===== src/rtl/scanline_sequencer.sv =====
// Per-scanline render controller: starts the tile then sprite engine at line start,
// flips the linebuffer select at SWITCH_H, and tracks overrun lines and vertical blank.
module scanline_sequencer #(
   parameter int unsigned HTOTAL   = 1600,
   parameter int unsigned VTOTAL   = 525,
   parameter int unsigned VACTIVE  = 480,
   parameter int unsigned SWITCH_H = 1590
) (
   input  logic        clk,
   input  logic        reset,
   input  logic [10:0] hcount,
   input  logic [9:0]  vcount,
   input  logic        enable,
   input  logic        clr_status,
   input  logic        tile_done,
   input  logic        sprite_done,
   output logic        tile_start,
   output logic        sprite_start,
   output logic        switch,
   output logic [9:0]  render_line,
   output logic        busy,
   output logic        overrun,
   output logic [15:0] overrun_count,
   output logic        vblank_pulse
);

   localparam int unsigned HW = 11;
   localparam int unsigned VW = 10;
   localparam int unsigned CW = 16;

   typedef enum logic [2:0] {
      IDLE, T_START, T_GUARD, T_WAIT, S_START, S_GUARD, S_WAIT, DONE
   } state_t;

   state_t state_q, state_d;

   logic          tile_start_q, tile_start_d;
   logic          sprite_start_q, sprite_start_d;
   logic          switch_q, switch_d;
   logic [VW-1:0] render_line_q, render_line_d;
   logic          busy_q, busy_d;
   logic          overrun_q, overrun_d;
   logic [CW-1:0] overrun_count_q, overrun_count_d;
   logic          vblank_pulse_q, vblank_pulse_d;
   logic          line_active_q, line_active_d;

   logic          render_row_c;
   logic          start_c;
   logic          flip_c;
   logic          overrun_c;
   logic [VW-1:0] next_row_c;

   // Line qualification; the flip only applies to lines whose start was accepted.
   assign render_row_c = (vcount < VW'(VACTIVE - 1)) || (vcount == VW'(VTOTAL - 1));
   assign start_c      = (hcount == HW'(0)) && render_row_c && enable && (state_q == IDLE);
   assign flip_c       = (hcount == HW'(SWITCH_H)) && line_active_q;
   assign overrun_c    = flip_c && (state_q != DONE) && (state_q != IDLE);
   assign next_row_c   = (vcount == VW'(VTOTAL - 1)) ? VW'(0) : vcount + VW'(1);

   always_ff @(posedge clk or posedge reset) begin
      if (reset) state_q <= IDLE;
      else       state_q <= state_d;
   end

   // The flip point overrides every other transition and abandons an unfinished line.
   always_comb begin
      state_d = state_q;
      if (flip_c) begin
         state_d = IDLE;
      end else begin
         unique case (state_q)
            IDLE:    if (start_c) state_d = T_START;
            T_START: state_d = T_GUARD;
            T_GUARD: state_d = T_WAIT;
            T_WAIT:  if (tile_done) state_d = S_START;
            S_START: state_d = S_GUARD;
            S_GUARD: state_d = S_WAIT;
            S_WAIT:  if (sprite_done) state_d = DONE;
            DONE:    state_d = DONE;
            default: state_d = IDLE;
         endcase
      end
   end

   // Output decode from the next state so pulses and busy line up with the state register.
   always_comb begin
      tile_start_d    = (state_d == T_START);
      sprite_start_d  = (state_d == S_START);
      busy_d          = (state_d != IDLE) && (state_d != DONE);
      switch_d        = switch_q ^ flip_c;
      render_line_d   = start_c ? next_row_c : render_line_q;
      line_active_d   = line_active_q;
      overrun_d       = overrun_q;
      overrun_count_d = overrun_count_q;
      vblank_pulse_d  = (hcount == HW'(0)) && (vcount == VW'(VACTIVE));
      if (flip_c)  line_active_d = 1'b0;
      if (start_c) line_active_d = 1'b1;
      // A simultaneous clear loses to the overrun, leaving a count of one.
      if (overrun_c) begin
         overrun_d = 1'b1;
         if (clr_status)                  overrun_count_d = CW'(1);
         else if (overrun_count_q != '1)  overrun_count_d = overrun_count_q + CW'(1);
      end else if (clr_status) begin
         overrun_d       = 1'b0;
         overrun_count_d = '0;
      end
   end

   always_ff @(posedge clk or posedge reset) begin
      if (reset) begin
         tile_start_q    <= 1'b0;
         sprite_start_q  <= 1'b0;
         switch_q        <= 1'b0;
         render_line_q   <= '0;
         busy_q          <= 1'b0;
         overrun_q       <= 1'b0;
         overrun_count_q <= '0;
         vblank_pulse_q  <= 1'b0;
         line_active_q   <= 1'b0;
      end else begin
         tile_start_q    <= tile_start_d;
         sprite_start_q  <= sprite_start_d;
         switch_q        <= switch_d;
         render_line_q   <= render_line_d;
         busy_q          <= busy_d;
         overrun_q       <= overrun_d;
         overrun_count_q <= overrun_count_d;
         vblank_pulse_q  <= vblank_pulse_d;
         line_active_q   <= line_active_d;
      end
   end

   assign tile_start    = tile_start_q;
   assign sprite_start  = sprite_start_q;
   assign switch        = switch_q;
   assign render_line   = render_line_q;
   assign busy          = busy_q;
   assign overrun       = overrun_q;
   assign overrun_count = overrun_count_q;
   assign vblank_pulse  = vblank_pulse_q;

endmodule


===== config.mk =====
export PLATFORM = sky130hd
export DESIGN_NAME = scanline_sequencer
export DESIGN_NICKNAME = d
export VERILOG_FILES = /design/src/rtl/scanline_sequencer.sv
export SDC_FILE = /design/constraint.sdc
export NUM_CORES = 1
export LEC_CHECK = 0
export ABC_AREA = 1
export CAP_MARGIN = 10
export CORE_MARGIN = 2
export CORE_UTILIZATION = 35
export CTS_CLUSTER_SIZE = 28
export DETAILED_ROUTE_END_ITERATION = 16
export PLACE_DENSITY = 0.65
export SYNTH_ARGS = -nofsm -noshare
export SYNTH_HDL_FRONTEND = slang
export SYNTH_SLANG_ARGS = --single-unit

===== constraint.sdc =====
create_clock -name clk -period 3.05 [get_ports clk]
set_input_delay 0.61 -clock clk [delete_from_list [all_inputs] [get_ports clk]]
set_output_delay 0.61 -clock clk [all_outputs]
set_load 0.01 [all_outputs]

Word level (Yosys, flattened, before mapping)
Index checks and enable logic that the tools add are counted.
{"block": "classes", "add_sub_neg": 2, "multipliers": 0, "n_div": 0, "magnitude_cmp": 1, "n_eq_ne": 15, "shift": 0, "mux": 14, "bitwise": 1, "n_reduce_logical": 17}
{"operator": "$mux 16", "n": 4}
{"operator": "$pmux 3 s8", "n": 1}
{"operator": "$add 16x1->16 const B", "n": 1}
{"operator": "$ne 16x16->1 const B", "n": 1}
{"operator": "$eq 3x3->1 const B", "n": 5}
{"operator": "$mux 3", "n": 4}
{"operator": "$eq 11x11->1 const B", "n": 1}
{"operator": "$logic_not 11->1", "n": 1}
{"operator": "$add 10x1->10 const B", "n": 1}
{"operator": "$eq 10x10->1 const B", "n": 1}
{"operator": "$eq 10x9->1 const B", "n": 1}
{"operator": "$lt 10x9->1 const B", "n": 1}
{"operator": "$mux 10", "n": 1}
{"operator": "$logic_and 1x1->1", "n": 8}
{"operator": "$eq 3x1->1 const B", "n": 2}
{"operator": "$eq 3x2->1 const B", "n": 2}
{"operator": "$ne 3x3->1 const B", "n": 2}
{"operator": "$reduce_bool 2->1", "n": 3}
{"operator": "$reduce_bool 3->1", "n": 2}
{"operator": "$mux 1", "n": 4}
{"operator": "$logic_not 3->1", "n": 1}
{"operator": "$reduce_and 2->1", "n": 1}
{"operator": "$logic_or 1x1->1", "n": 1}
{"operator": "$xor 1x1->1", "n": 1}
{"block": "word_totals", "regBits": 36, "latchBits": 0, "ramBits": 0, "romBits": 0, "inputBits": 27, "out_inout_bits": 32, "word_cells": 60, "n_memories": 0}

Logic depth before layout (Yosys ltp)
{"block": "depth", "word_depth": 10, "depth_mapped": 12}

Worst setup path after synthesis
OpenSTA, ideal clock, no wires.
{"block": "synth_path", "path_kind": "in2reg", "startpoint": "in hcount[6]", "endpoint": "reg overrun_count_q[7], in the netlist overrun_count[7]", "setup_ps": 117, "t_arrival_ps": 1580, "required_ps": 2933, "slack_ps": 1352, "stages": 11, "n_path_buf": 1, "cell_sequence": "nor2_1 -> nand2_1 -> nor2_1 -> inv_1 -> nor2_4 -> nand2_1 -> nand2_1 -> nand2_4 -> buf_6 -> nand2_1 -> nand2_1"}
{"block": "synth_between", "elab_chain_len": 6, "elab_cells_between_ends": 7, "cone_classes": "eq/ne: 1; mux: 1; reduce/logical: 5"}
{"element": "start: declaration", "line_no": "11", "rtl": "input logic [10:0] hcount,"}
{"element": "$eq 11x11->1 *", "line_no": "56", "rtl": "assign flip_c = (hcount == HW'(SWITCH_H)) && line_active_q;"}
{"element": "$logic_and 1x1->1 *", "line_no": "56"}
{"element": "$logic_and 1x1->1 * (2 in a row)", "line_no": "57", "rtl": "assign overrun_c = flip_c && (state_q != DONE) && (state_q != IDLE);"}
{"element": "$reduce_bool 2->1 (no line)"}
{"element": "$reduce_and 2->1 (no line)"}
{"element": "end signal: assignment", "line_no": "127", "rtl": "overrun_count_q <= overrun_count_d;"}
{"element": "end: declaration", "line_no": "43", "rtl": "logic [CW-1:0] overrun_count_q, overrun_count_d;"}
Mark *: on every way between the ends. The rest lies on a longest branch, timed or not.
A chain may end at the register's enable or synchronous reset.

Worst setup path after layout
{"block": "layout_path", "startpoint": "in vcount[0]", "endpoint": "reg render_line_q[5], in the netlist render_line[5]"}
{"block": "layout_between", "elab_chain_len": 5, "elab_cells_between_ends": 8, "cone_classes": "add/sub: 1; order compare: 1; eq/ne: 1; mux: 1; reduce/logical: 4"}
{"element": "start: declaration", "line_no": "12", "rtl": "input logic [9:0] vcount,"}
{"element": "$lt 10x9->1 or $eq 10x10->1 (tied branches)", "line_no": "54, 58"}
{"element": "$logic_or 1x1->1", "line_no": "54", "rtl": "assign render_row_c = (vcount < VW'(VACTIVE - 1)) || (vcount == VW'(VTOTAL - 1));"}
{"element": "$logic_and 1x1->1 (3 in a row)", "line_no": "55", "rtl": "assign start_c = (hcount == HW'(0)) && render_row_c && enable && (state_q == IDLE);"}
{"element": "end signal: assignment", "line_no": "124", "rtl": "render_line_q <= render_line_d;"}
{"element": "end: declaration", "line_no": "40", "rtl": "logic [VW-1:0] render_line_q, render_line_d;"}
Parallel ways exist; a longest one is shown, timed or not.

==> metrics <==
status=complete, no violations; worst setup margin=~0.77 ns; FMAX=439 MHz; total congestion overflow=0; max cap viols=0; CP Data Required Time=approximately 3.3 ns; Pleak=1.41 nW; dpl cell area=slightly below 0.003 mm2; max-slew violations=0; Chip Height=83.5 um; via count=2,166; #FFs+latches synth=36; register area share after synthesis=roughly two fifths; fill cell count=about 610; yosys warns=0; HPWL after detailed placement=just over 4 mm; ANT cells=0; Clock Tree Root=clkbuf_8; Routed Antenna Nets=0; Post-layout nets=409; CP endpoint kind=flop; Worst Path Class, Setup=input pin to flop; Hold Buf Count CTS=0; Placement Rows=28; Die Area=0.00698 mm2; Worst EP arrival=2.49 ns; first-pass GRT wire length=9.11 mm; CTS clk-pin slew, worst paths=0.07 ns; Hold Crit Class=flop to flop; min Tclk post-route=2.28 ns; most used cell, CP=nand2_1; Core ar.=0.00603 mm2; CP Max Fanout=15; clock sinks=36; startpoint types=input pin; H-tree levels=2; Mean Syn Cell Area=approximately 7 um2; Setup violations, final=0; insertion delay to the later sink of the worst-skew pair=0.29 ns; largest net degree at the start of global routing=37; fraction of registers with async set or reset after synthesis=100%; Syn-to-layout area delta=35.2%; Chip Width=83.5 um; vias in the first global route=2,099; clk_skew=0.00694 ns; unrepaired setup endpoints after global routing=no; Setup TNS Final=0 ns; Post-CTS Setup Bufs=0; Peak VDD IR=approximately 0.32 mV; Post-synth top flop=dfrtp_1; Hold Slack=between 0.4 and 0.5 ns; Initial Util=36.7%; CP top delay family=simple AND/OR/NAND/NOR gates; pre-CTS worst setup slack=0.457 ns; # IOs=between 50 and 60; PortBufs=a little under 60; Post-Synthesis Cells=315; Detailed Routing Iterations Pass 1=4; Yosys cell types=31; Post-synth EDFFs=0; initial antenna violation count=0; routed vias/inst=4.76; quantity of gates resized following cts=0; Placed Instances=447; mapped cell area=0.00221 mm2; CTS Buffer Depth=2; WP buf/inv=2; share of layout cells above drive strength 1=7.37%; GR Util All Layers=15.7%; final hold vios=0; Post-Syn Nets=around 350; Slew headroom=between 60% and 70%; final WL=5.30 mm; CP peak stage delay=0.47 ns; CP cell instances=clkdlybuf4s50_1 -> ha_1 -> nand4_1 -> nand2_1 -> nand2_1 -> nand2_1 -> nand2_1 -> nand2_1 -> nor2_2 -> inv_2 -> o21ai_1; Layout Cells excl Fill=455; Num CTS Buffers=5; slowest CP cell=clkdlybuf4s50_1; CTS tree=built; routability cong.=approximately 0.94; power per cell area=334 mW/mm2; Initial DRC Count=78; worst slew pin tran=0.481 ns; per-cell routed wire length=around 12 um; DRC=0; final period utilization=74.6%; post-route cell area=0.00299 mm2
layout by cell type, fill, tap and decap left out, types with 2 or more instances in the layout:
master	count
nand2_1	106
clkdlybuf4s50_1	58
nor2_1	43
dfrtp_1	36
inv_1	31
nand3_1	27
xor2_1	10
o21ai_1	9
nor3_1	8
nand4_1	7
inv_2	6
clkbuf_8	5
buf_4	4
nor2_4	3
xnor2_1	3
ha_1	3
nand2_2	2
nand3_2	2
nand3b_1	2
clkinv_2	2
nor3b_1	2
stage by stage:
| step | power [mW] | util (%) |
|---|---|---|
| 6_report | 0.999 | 49.7 |
| 2_1_floorplan | 0.535 | - |
| 5_1_grt | 1.04 | 49.7 |
| 4_1_cts | 1.01 | 49.7 |
| 3_5_place_dp | 0.591 | 47.9 |
| 3_3_place_gp | 0.590 | 47.9 |
registers in the layout, indices dropped and copies added, names as in the netlist:
name	flops
overrun_count	16
render_line	10
state_q	3
busy	1
line_active_q	1
overrun	1
sprite_start	1
switch	1
tile_start	1
vblank_pulse	1
final timing paths:
kind | slack, ns | to | cells past startpoint | start
setup / recovery | 0.77 | render_line[5] | 11 | vcount[0]
hold / removal | 0.48 | switch | 1 | switch
setup reg to reg | 1.13 | render_line[5] | 9 | state_q[1]
hold reg to reg | 0.48 | switch | 1 | switch
max in group asynchronous | 2.01 | sprite_start | 3 | reset
min in group asynchronous | 0.72 | overrun_count[9] | 3 | reset
layer usage:
metal	wire length [um]	up-vias	share of wire, %	track usage, %
li1	-	1116	-	-
met1	2410	981	45	18.9
met2	2530	63	48	27.9
met3	308	6	5.8	3.76
met4	47	0	0.89	3.96
met5	0	-	0	0
logic make-up (layout without fill, tap and decap cells):
family                     Yosys count  count (layout)  share of synthesized area [%]
buffers and inverters               43             108                           7.97
AOI/OAI and AO/OA                   13              13                           3.22
xor gates and xnor gates            13              13                           5.14
adders and majority gates            3               3                           1.70
and+or+nand+nor                    207             207                           41.3
DFF                                 36              36                           40.7
worst reg2reg max path, delay by kind of cell (launching register included):
family          cells  cell delay, ns
simple gates        6            1.20
compound gates      1            0.13
buf+inv             2            0.15
flops               1            0.39
cell usage after synthesis (2+ instances only):
| library cell | number | area, um2 |
|---|---|---|
| xor2_1 | 10 | 87.6 |
| o21ai_1 | 9 | 45.0 |
| nand3_2 | 2 | 20.0 |
| nor2_1 | 43 | 161 |
| nand3b_1 | 2 | 15.0 |
| buf_2 | 2 | 10.0 |
| nor3b_1 | 2 | 15.0 |
| xnor2_1 | 3 | 26.3 |
| nand3_1 | 27 | 135 |
| dfrtp_1 | 36 | 901 |
| nand2_1 | 106 | 398 |
| inv_1 | 31 | 116 |
| nand4_1 | 7 | 43.8 |
| nand2_2 | 2 | 12.5 |
| nor3_1 | 8 | 40.0 |
| nor2_4 | 3 | 33.8 |
| ha_1 | 3 | 37.5 |
| inv_2 | 6 | 22.5 |
cell type report:
| cell class | instances | area (um2) | share of cell area, % |
|---|---|---|---|
| multi-input cells | 236 | 1140 | 38.0 |
| clock inverters | 2 | 35.0 | 1.17 |
| well taps | 75 | 93.8 | 3.14 |
| flip-flops and latches | 36 | 901 | 30.1 |
| clock buffers | 6 | 72.6 | 2.42 |
| repair buffers | 62 | 611 | 20.4 |
| inverters | 38 | 144 | 4.81 |
where the power goes:
group	leakage, nW	total, mW	internal [mW]	switching (mW)
logic	0.868	0.100	0.0487	0.0515
registers	0.483	0.481	0.479	0.00146
clock network	0.0552	0.418	0.243	0.176
No activity file was read; power rests on OpenSTA's default activity.
